### src/rtl/mult_hilo_ctrl_pkg.sv
// Shared encodings for the HI/LO multiply sequencer: op codes, FSM states, read selects.
// MADD/MADDU encodings are only decoded when MULT_ACC_EN is defined.
package mult_hilo_ctrl_pkg;

    localparam logic [1:0] OP_MULT  = 2'd0;
    localparam logic [1:0] OP_MULTU = 2'd1;
    localparam logic [1:0] OP_MTHI  = 2'd2;
    localparam logic [1:0] OP_MTLO  = 2'd3;
    localparam logic [1:0] OP_MADD  = 2'd2;
    localparam logic [1:0] OP_MADDU = 2'd3;

    localparam logic SEL_LO = 1'b0;
    localparam logic SEL_HI = 1'b1;

    // Wide enough for LAT-1 with LAT up to 15.
    localparam int unsigned CntW = 4;

    typedef enum logic {
        StIdle,
        StBusy
    } state_e;

endpackage

### src/rtl/mult_hilo_ctrl_if.sv
// Request handshake and HI/LO read port between the execute stage (master) and the
// multiply sequencer (slave).
interface mult_hilo_ctrl_if #(
    parameter int unsigned N = 32
);
    logic         req_valid;
    logic         req_ready;
    logic [1:0]   req_op;
    logic [N-1:0] req_x;
    logic [N-1:0] req_y;
    logic         rd_sel;
    logic         rd_req;
    logic [N-1:0] rd_data;
    logic         stall;

    modport master (
        output req_valid, req_op, req_x, req_y, rd_sel, rd_req,
        input  req_ready, rd_data, stall
    );

    modport slave (
        input  req_valid, req_op, req_x, req_y, rd_sel, rd_req,
        output req_ready, rd_data, stall
    );
endinterface

### src/rtl/mult_hilo_ctrl_mult.sv
// Combinational N x N multiplier; signed or unsigned by a flag, full 2N-bit product.
// Timed as a LAT-cycle multicycle path from the sequencer's operand registers.
module mult_hilo_ctrl_mult #(
    parameter int unsigned N = 32
) (
    input  logic [N-1:0]   x,
    input  logic [N-1:0]   y,
    input  logic           sgn,
    output logic [2*N-1:0] prod
);
    logic [2*N-1:0] x_ext;
    logic [2*N-1:0] y_ext;

    // Low 2N bits of a 2N x 2N product equal the signed product when both are sign-extended.
    assign x_ext = {{N{sgn & x[N-1]}}, x};
    assign y_ext = {{N{sgn & y[N-1]}}, y};
    assign prod  = x_ext * y_ext;

endmodule

### src/rtl/mult_hilo_ctrl.sv
// Multi-cycle HI/LO multiply sequencer: holds operands for LAT cycles, commits to HI/LO.
// Optional feature macro: MULT_ACC_EN (ops 2/3 become MADD/MADDU accumulating into HI/LO).
module mult_hilo_ctrl
    import mult_hilo_ctrl_pkg::*;
#(
    parameter int unsigned N   = 32,
    parameter int unsigned LAT = 3
) (
    input  logic              clk,
    input  logic              rst_n,
    mult_hilo_ctrl_if.slave   bus,
    input  logic              flush,
    output logic              busy,
    output logic              ov
);
    state_e          state_q, state_d;
    logic [CntW-1:0] cnt_q, cnt_d;
    logic [N-1:0]    hi_q, hi_d, lo_q, lo_d;
    logic [N-1:0]    x_q, y_q;
    logic            sgn_q, ov_q, ov_d;
    logic            accept, op_ld;
    logic [2*N-1:0]  prod, res;
    logic            res_ov, mul_ov;

    mult_hilo_ctrl_mult #(
        .N(N)
    ) u_mult (
        .x   (x_q),
        .y   (y_q),
        .sgn (sgn_q),
        .prod(prod)
    );

    assign mul_ov = sgn_q ? (prod[2*N-1:N] != {N{prod[N-1]}}) : (|prod[2*N-1:N]);

`ifdef MULT_ACC_EN
    logic         acc_q;
    logic [2*N:0] sum;

    assign sum = {1'b0, hi_q, lo_q} + {1'b0, prod};
    assign res = acc_q ? sum[2*N-1:0] : prod;
    // Signed add overflows when like-signed operands give an unlike-signed sum.
    assign res_ov = !acc_q ? mul_ov :
                    sgn_q  ? ((hi_q[N-1] == prod[2*N-1]) && (sum[2*N-1] != hi_q[N-1])) :
                             sum[2*N];
`else
    assign res    = prod;
    assign res_ov = mul_ov;
`endif

    always_comb begin
        state_d = state_q;
        cnt_d   = cnt_q;
        hi_d    = hi_q;
        lo_d    = lo_q;
        ov_d    = ov_q;
        op_ld   = 1'b0;
        accept  = bus.req_valid && (state_q == StIdle) && !flush;
        unique case (state_q)
            StIdle: begin
                if (accept) begin
`ifdef MULT_ACC_EN
                    op_ld   = 1'b1;
                    cnt_d   = CntW'(LAT - 1);
                    state_d = StBusy;
`else
                    unique case (bus.req_op)
                        OP_MTHI: hi_d = bus.req_x;
                        OP_MTLO: lo_d = bus.req_x;
                        default: begin
                            op_ld   = 1'b1;
                            cnt_d   = CntW'(LAT - 1);
                            state_d = StBusy;
                        end
                    endcase
`endif
                end
            end
            StBusy: begin
                // Flush beats a same-edge commit.
                if (flush) begin
                    state_d = StIdle;
                end else if (cnt_q == '0) begin
                    {hi_d, lo_d} = res;
                    ov_d         = res_ov;
                    state_d      = StIdle;
                end else begin
                    cnt_d = cnt_q - 1'b1;
                end
            end
            default: state_d = StIdle;
        endcase
    end

    always_ff @(posedge clk or negedge rst_n) begin
        if (!rst_n) begin
            state_q <= StIdle;
            cnt_q   <= '0;
            hi_q    <= '0;
            lo_q    <= '0;
            ov_q    <= 1'b0;
        end else begin
            state_q <= state_d;
            cnt_q   <= cnt_d;
            hi_q    <= hi_d;
            lo_q    <= lo_d;
            ov_q    <= ov_d;
        end
    end

    // Operands load only on accept so the multiplier inputs stay put through BUSY.
    always_ff @(posedge clk or negedge rst_n) begin
        if (!rst_n) begin
            x_q   <= '0;
            y_q   <= '0;
            sgn_q <= 1'b0;
`ifdef MULT_ACC_EN
            acc_q <= 1'b0;
`endif
        end else if (op_ld) begin
            x_q   <= bus.req_x;
            y_q   <= bus.req_y;
            sgn_q <= !bus.req_op[0];
`ifdef MULT_ACC_EN
            acc_q <= bus.req_op[1];
`endif
        end
    end

    assign bus.req_ready = (state_q == StIdle);
    assign busy          = (state_q == StBusy);
    assign bus.stall     = bus.rd_req && busy;
    assign bus.rd_data   = (bus.rd_sel == SEL_HI) ? hi_q : lo_q;
    assign ov            = ov_q;

endmodule

### src/flat_wrapper.sv
// flat-port wrapper written by rule: the top's interface ports become plain ports
module mult_hilo_ctrl_flat import mult_hilo_ctrl_pkg::*;
#(
    parameter int unsigned N   = 32,
    parameter int unsigned LAT = 3
)
  (clk, rst_n, flush, busy, ov, bus_req_valid, bus_req_op, bus_req_x, bus_req_y, bus_rd_sel, bus_rd_req, bus_req_ready, bus_rd_data, bus_stall);
  mult_hilo_ctrl_if #(.N(N)) bus_i ();
  input  logic clk;
  input  logic rst_n;
  input  logic flush;
  output logic busy;
  output logic ov;
  input wire logic [$bits(bus_i.req_valid)-1:0] bus_req_valid;
  input wire logic [$bits(bus_i.req_op)-1:0] bus_req_op;
  input wire logic [$bits(bus_i.req_x)-1:0] bus_req_x;
  input wire logic [$bits(bus_i.req_y)-1:0] bus_req_y;
  input wire logic [$bits(bus_i.rd_sel)-1:0] bus_rd_sel;
  input wire logic [$bits(bus_i.rd_req)-1:0] bus_rd_req;
  output wire logic [$bits(bus_i.req_ready)-1:0] bus_req_ready;
  output wire logic [$bits(bus_i.rd_data)-1:0] bus_rd_data;
  output wire logic [$bits(bus_i.stall)-1:0] bus_stall;
  assign bus_i.req_valid = bus_req_valid;
  assign bus_i.req_op = bus_req_op;
  assign bus_i.req_x = bus_req_x;
  assign bus_i.req_y = bus_req_y;
  assign bus_i.rd_sel = bus_rd_sel;
  assign bus_i.rd_req = bus_rd_req;
  assign bus_req_ready = bus_i.req_ready;
  assign bus_rd_data = bus_i.rd_data;
  assign bus_stall = bus_i.stall;
  mult_hilo_ctrl #(.N(N), .LAT(LAT)) u_core (.clk(clk), .rst_n(rst_n), .bus(bus_i), .flush(flush), .busy(busy), .ov(ov));
endmodule
### config.mk
export PLATFORM = sky130hd
export DESIGN_NAME = mult_hilo_ctrl_flat
export DESIGN_NICKNAME = d
export VERILOG_FILES = /design/src/rtl/mult_hilo_ctrl_pkg.sv /design/src/rtl/mult_hilo_ctrl_if.sv /design/src/rtl/mult_hilo_ctrl_mult.sv /design/src/rtl/mult_hilo_ctrl.sv /design/src/flat_wrapper.sv
export SDC_FILE = /design/constraint.sdc
export NUM_CORES = 2
export LEC_CHECK = 0
export ABC_AREA = 1
export BUFFER_PORTS_ARGS = -buffer_cell sky130_fd_sc_hd__buf_2
export CORE_ASPECT_RATIO = 0.7
export CORE_MARGIN = 2
export CORE_UTILIZATION = 45
export DETAILED_ROUTE_END_ITERATION = 10
export SYNTH_ARGS = -nofsm -noshare
export SYNTH_HDL_FRONTEND = slang
export SYNTH_SLANG_ARGS = --single-unit
export TNS_END_PERCENT = 1
### constraint.sdc
create_clock -name clk -period 17.5 [get_ports clk]
set_input_delay 0.875 -clock clk [delete_from_list [all_inputs] [get_ports clk]]
set_output_delay 0.875 -clock clk [all_outputs]
set_load 0.02 [all_outputs]
### Word level (Yosys, flattened, before mapping)

Cells that the tools add are included.

| operators by class | value |
|---|---|
| $add $sub $neg | 1 |
| reductions and logical operators | 12 |
| bitwise gates (word level) | 4 |
| equal/unequal tests | 10 |
| $mul | 1 |
| muxes and demuxes | 23 |

Operators by type and width:

| cell | number |
|---|---|
| two-way mux 32 bit | 9 |
| one-hot mux 32 bit (2 select lines) | 2 |
| multiplier 33 x 33 -> 64 bit | 1 |
| != test 32 bit | 1 |
| OR reduction 32 bit | 1 |
| two-way mux 4 bit | 4 |
| AND reduction 4 bit | 3 |
| != test 2 bit, second input constant | 4 |
| one-hot mux 4 bit (2 select lines) | 1 |
| two-way mux 1 bit | 6 |
| != test 2 x 1 -> 1 bit, second input constant | 3 |
| == test 2 bit, second input constant | 2 |
| logical NOT 4 bit | 1 |
| subtractor 4 x 1 -> 4 bit, second input constant | 1 |
| logical AND 1 bit | 3 |
| AND reduction 3 bit | 1 |
| bitwise AND 1 bit | 2 |
| logical NOT 1 bit | 2 |
| NOT 1 bit | 2 |
| one-hot mux 1 bit (2 select lines) | 1 |
| OR reduction 2 bit | 1 |

| word-level totals | value |
|---|---|
| logic and storage cells | 59 |
| register bits after elaboration | 135 |
| input bits | 72 |

### Longest topological paths before layout

| depth | value |
|---|---|
| depth in word-level cells | 5 |
| gate-level depth with buffers | 44 |
| gate-level depth less buffers | 42 |

### By module

Synthesis repeated with hierarchy kept, for this count alone.

| unflattened totals | value |
|---|---|
| cells, all modules | 5960 |
| area, all modules | 47113.9 um^2 |

By module, submodules not included:

| module | cells an instance | instances | area an instance (um^2) |
|---|---|---|---|
| mult_hilo_ctrl_mult | 5228 | 1 | 40619.0 |
| mult_hilo_ctrl | 732 | 1 | 6495.0 |

### Worst setup path before layout

Ideal clock, no wire load.

| path | value |
|---|---|
| kind | register -> register |
| start | register u_core.x_q[31] |
| end | register u_core.ov_q (netlist: u_core.ov) |
| buffers on the path | 2 |
| stages on the path, launching flop included | 36 |
| data arrival time | 7.644 ns |
| path slack | 9.740 ns |
| path through | dfrtp_1 buf_2 clkbuf_1 nand2_1 nor2_1 fa_1 inv_1 fa_1 inv_1 fa_1 inv_1 fa_1 fa_1 inv_1 fa_1 inv_1 fa_1 fa_1 inv_1 ha_1 a21o_1 o21bai_1 a21oi_1 nand2_1 a21oi_1 nand2_1 nand2_1 nand2_1 nor2_1 nand4_1 nor2_1 nand3b_1 nand2_1 nand2_1 nand2_1 nand2_1 |

| on the way | value |
|---|---|
| longest elaborated chain between the ends | 4 |
| elaborated cells between the ends (all ways) | 5 |
| classes of those cells | mul (1); eq/ne (1); mux (1); bitwise (1); reduce/logical (1) |

RTL lines:

| element | line | text |
|---|---|---|
| start: declaration | mult_hilo_ctrl.sv:19 | `logic [N-1:0] x_q, y_q;` |
| start signal: assignment | mult_hilo_ctrl.sv:121 | `x_q <= bus.req_x;` |
| bitwise AND 1 bit | mult_hilo_ctrl_mult.sv:15 | `assign x_ext = {{N{sgn & x[N-1]}}, x};` |
| multiplier 33 x 33 -> 64 bit * | mult_hilo_ctrl_mult.sv:17 | `assign prod = x_ext * y_ext;` |
| != test 32 bit or OR reduction 32 bit (tied branches) | mult_hilo_ctrl.sv:34 | `assign mul_ov = sgn_q ? (prod[2*N-1:N] != {N{prod[N-1]}}) : (\|prod[2*N-1:N]);` |
| two-way mux 1 bit * | mult_hilo_ctrl.sv:34 |  |
| end signal: assignment | mult_hilo_ctrl.sv:107 | `ov_q <= ov_d;` |
| end: declaration | mult_hilo_ctrl.sv:20 | `logic sgn_q, ov_q, ov_d;` |

Every way passes the cells marked *; elsewhere a longest branch is shown, timed or not.
A chain may end at the register's enable or synchronous reset.

### Worst setup path after layout

| path | value |
|---|---|
| start | register u_core.sgn_q |
| end | register u_core.ov_q (netlist: u_core.ov) |

| on the way | value |
|---|---|
| longest elaborated chain between the ends | 4 |
| elaborated cells between the ends (all ways) | 6 |
| classes of those cells | mul (1); eq/ne (1); mux (1); bitwise (2); reduce/logical (1) |

RTL lines:

| element | line | text |
|---|---|---|
| start: declaration | mult_hilo_ctrl.sv:20 |  |
| start signal: assignment | mult_hilo_ctrl.sv:123 | `sgn_q <= !bus.req_op[0];` |
| bitwise AND 1 bit (on tied branches) | mult_hilo_ctrl_mult.sv:15, mult_hilo_ctrl_mult.sv:16 |  |
| multiplier 33 x 33 -> 64 bit | mult_hilo_ctrl_mult.sv:17 |  |
| != test 32 bit or OR reduction 32 bit (tied branches) | mult_hilo_ctrl.sv:34 |  |
| two-way mux 1 bit * | mult_hilo_ctrl.sv:34 |  |

Marks and branches as above.

==> results by group <==
Status
  – Outcome: complete, no violations

Critical path
  – Worst-path maximum fanout: 28
  – Worst Setup Start Kind: flop
  – WS Path Type: reg -> reg
  – Slowest-stage cell, CP: fa_1
  – Cell mode on critical path: nand2_1
  – Critical path arrival: 10330 ps
  – CP Capture Type: flop
  – Required time of the critical path: 17880 ps
  – CP startpoint: u_core.sgn_q
  – Crit path largest cell delay: 890 ps
  – R2R Path Start: u_core.sgn_q

Clock tree
  – CTS tree: done
  – TritonCTS Buffers: 17
  – Worst-case clock buffer depth: 2
  – Reg clk slew, reported paths: ~80 ps
  – Cts hold-fix bufs: 0
  – Worst skew pair latency: 500 ps
  – H-tree depth: 4
  – Root buf cell: clkbuf_16
  – Post-CTS Setup Inserts: 0
  – CTS resizes: 0
  – CTS sink cnt: ~140

Floorplanning
  – Chip Height: roughly 280 µm
  – DIE WIDTH: ~400 µm
  – I/O pin cnt: 108
  – Rows: 99
  – Core Footprint: between 100000 and 150000 µm²
  – Full die area: roughly 110000 µm²
  – Starting Density: about 45%

Timing
  – Minimum clock period: 9946 ps
  – Setup violation total in the final timing report: 0
  – Slew @ Worst Pin: 1097 ps
  – F_max: just over 0.1 GHz
  – RSZ-0062 raised after global routing: false
  – Clk_skew: around 22 ps
  – Endpoints failing hold: 0
  – Relative slew margins: about 27%
  – Max Slew Vio Count: 0
  – Final cycle utilization of the critical path: approximately 57%
  – Post-route setup TNS: 0 ps

Detailed routing
  – Max layer used: met5
  – Met3 WL: around 13 mm
  – Vias per inst: about 5
  – Met2 WL: a little under 70 mm
  – Met1 wire length: slightly above 70 mm
  – Routed len/inst: 20.47 µm
  – Drt initial violations: roughly 3600
  – Vias: 38390
  – Final WL: roughly 150 mm
  – 1st-pass router iterations: 6
  – Antenna Nets Post-Route: 0
  – Post-route DRC: 0

Cells and area
  – Layout filler cell count: roughly 11000
  – Share of layout cells above drive strength 1: about 5.7%
  – Final #Nets: 7504
  – Reg area: roughly 3400 µm²
  – Area of the multi-input gates: ~36000 µm²
  – # diodes: 0
  – P&R area growth vs syn: 5.051%

Global routing
  – First-pass GRT wire length: ~240 mm
  – Initial antenna violation count: 5
  – Global Route Usage Sum: between 30% and 40%
  – Largest net degree at the start of global routing: 73
  – Grt total ovfl: 0
  – Vias in the first global route: around 40000

Yosys
  – Sequential fraction of the synthesis area: slightly above 7%
  – Number of enable flip-flop cells after synthesis: 0
  – Syn_area_per_cell: ~7.7 µm²
  – Ys Warns: 0
  – Post-synth cell types: 40
  – Mapped Area: around 47000 µm²
  – Yosys reg bits: 135
  – Ys async rst share: 100.0%
  – Main synth FF type: dfrtp_1
  – Syn nets: approximately 7600
  – Cells after synthesis: between 6000 and 7000

Min path
  – Min-Delay Path Class: in -> async

Place
  – GP Congestion: ~1.1
  – HPWL Detailed: between 100 and 150 mm
  – IO Port Bufs: 107

Flow run
  – Max-cap violations: 0
critical path: cells and delay by family, from the launching register on:
| kind | cells | cell delay [ps] |
|---|---|---|
| DFF | 1 | 560 |
| AOI/OAI and AO/OA | 1 | 490 |
| and+or+nand+nor | 16 | 2190 |
| adders and majority gates | 9 | 5090 |
| buffers and inverters | 9 | 1440 |
registers in the layout, summed over array words and instances, names as in the netlist:
signal and flops:
u_core.x_q 32, u_core.busy 1, u_core.lo_q 32, u_core.y_q 32, u_core.cnt_q 4, u_core.hi_q 32, u_core.ov 1, u_core.sgn_q 1
per-layer routing:
layer  GRT usage, %  up-vias
met4          4.676        8
met2          45.85     1449
met1          46.16    19630
met5              0        -
met3          4.479      133
li1               -    17170
layout by cell type (no fill, tap or decap), types with 63 or more instances in the layout:
master and count:
buf_2 106, nand2_1 1923, ha_1 214, dfrtp_1 134, fa_1 1125, a31oi_1 63
a21oi_1 74, nor2_1 244, nand3_1 158, buf_4 83, inv_1 1719
synthesized netlist by cell type, types with 6 or more instances:
| cell | number | area share [%] |
|---|---|---|
| fa_1 | 1125 | 47 |
| inv_1 | 1720 | 14 |
| nand2_2 | 21 | 0.28 |
| buf_2 | 6 | 0.063 |
| inv_2 | 15 | 0.12 |
| nor2_2 | 18 | 0.24 |
| nand3_1 | 158 | 1.7 |
| clkbuf_1 | 296 | 2.3 |
| a31oi_1 | 63 | 0.83 |
| o21ai_0 | 37 | 0.39 |
| nand2_1 | 1923 | 15 |
| nor3_1 | 7 | 0.074 |
| a21oi_1 | 75 | 0.79 |
| ha_1 | 214 | 5.6 |
| mux2_2 | 31 | 0.74 |
| nor2_1 | 244 | 1.9 |
| dfrtp_1 | 135 | 7.1 |
| or2_2 | 19 | 0.25 |
| nand4_1 | 37 | 0.49 |
logic make-up after synthesis:
family	count (synthesis)	share of synthesized area (%)
AO/OA/AOI/OAI	194	2.299
XOR/XNOR	3	0.05537
adder cells (fa/ha/maj)	1339	53.09
buffers and inverters	2047	16.24
flip-flops	135	7.118
multiplexers	31	0.7355
AND/OR/NAND/NOR	2444	20.46
final cells by class:
type	instances	area share (%)
multi-input cells	4011	73.02
inverters	1738	13.09
flip-flops and latches	135	6.778
well taps	1414	3.548
repair buffers	190	2.336
clock buffers	18	0.8607
clock inverters	14	0.3739
stage by stage:
step | cells | utilization (%) | setup WS [ps] | hold slack (ps) | instance area (µm²)
6_report | 7520 | 47.75 | 7554 | 435.7 | 49860
5_1_grt | 7520 | 47.75 | 7113 | 488.9 | 49860
4_1_cts | 7520 | 47.75 | 7798 | 450.1 | 49860
3_5_place_dp | 7488 | 47.16 | 7877 | 459.7 | 49240
3_3_place_gp | 7487 | 47.15 | 7796 | 455.6 | 49240
2_1_floorplan | 6193 | - | 9740 | 477.9 | 47460
path summary, 6_finish.rpt:
check | to | slack (ps) | cells after the start
min reg2reg | u_core.y_q[7] | 480 | 2
min in group clk | u_core.y_q[7] | 480 | 2
max reg2reg | u_core.ov | 7550 | 35
min | u_core.lo_q[4] | 440 | 1
max | u_core.ov | 7550 | 35
max in group asynchronous | u_core.busy | 15380 | 2
Power is left out: the tool's default activity adds up to more than one toggle a clock period on the data nets, which glitch-free logic cannot reach.
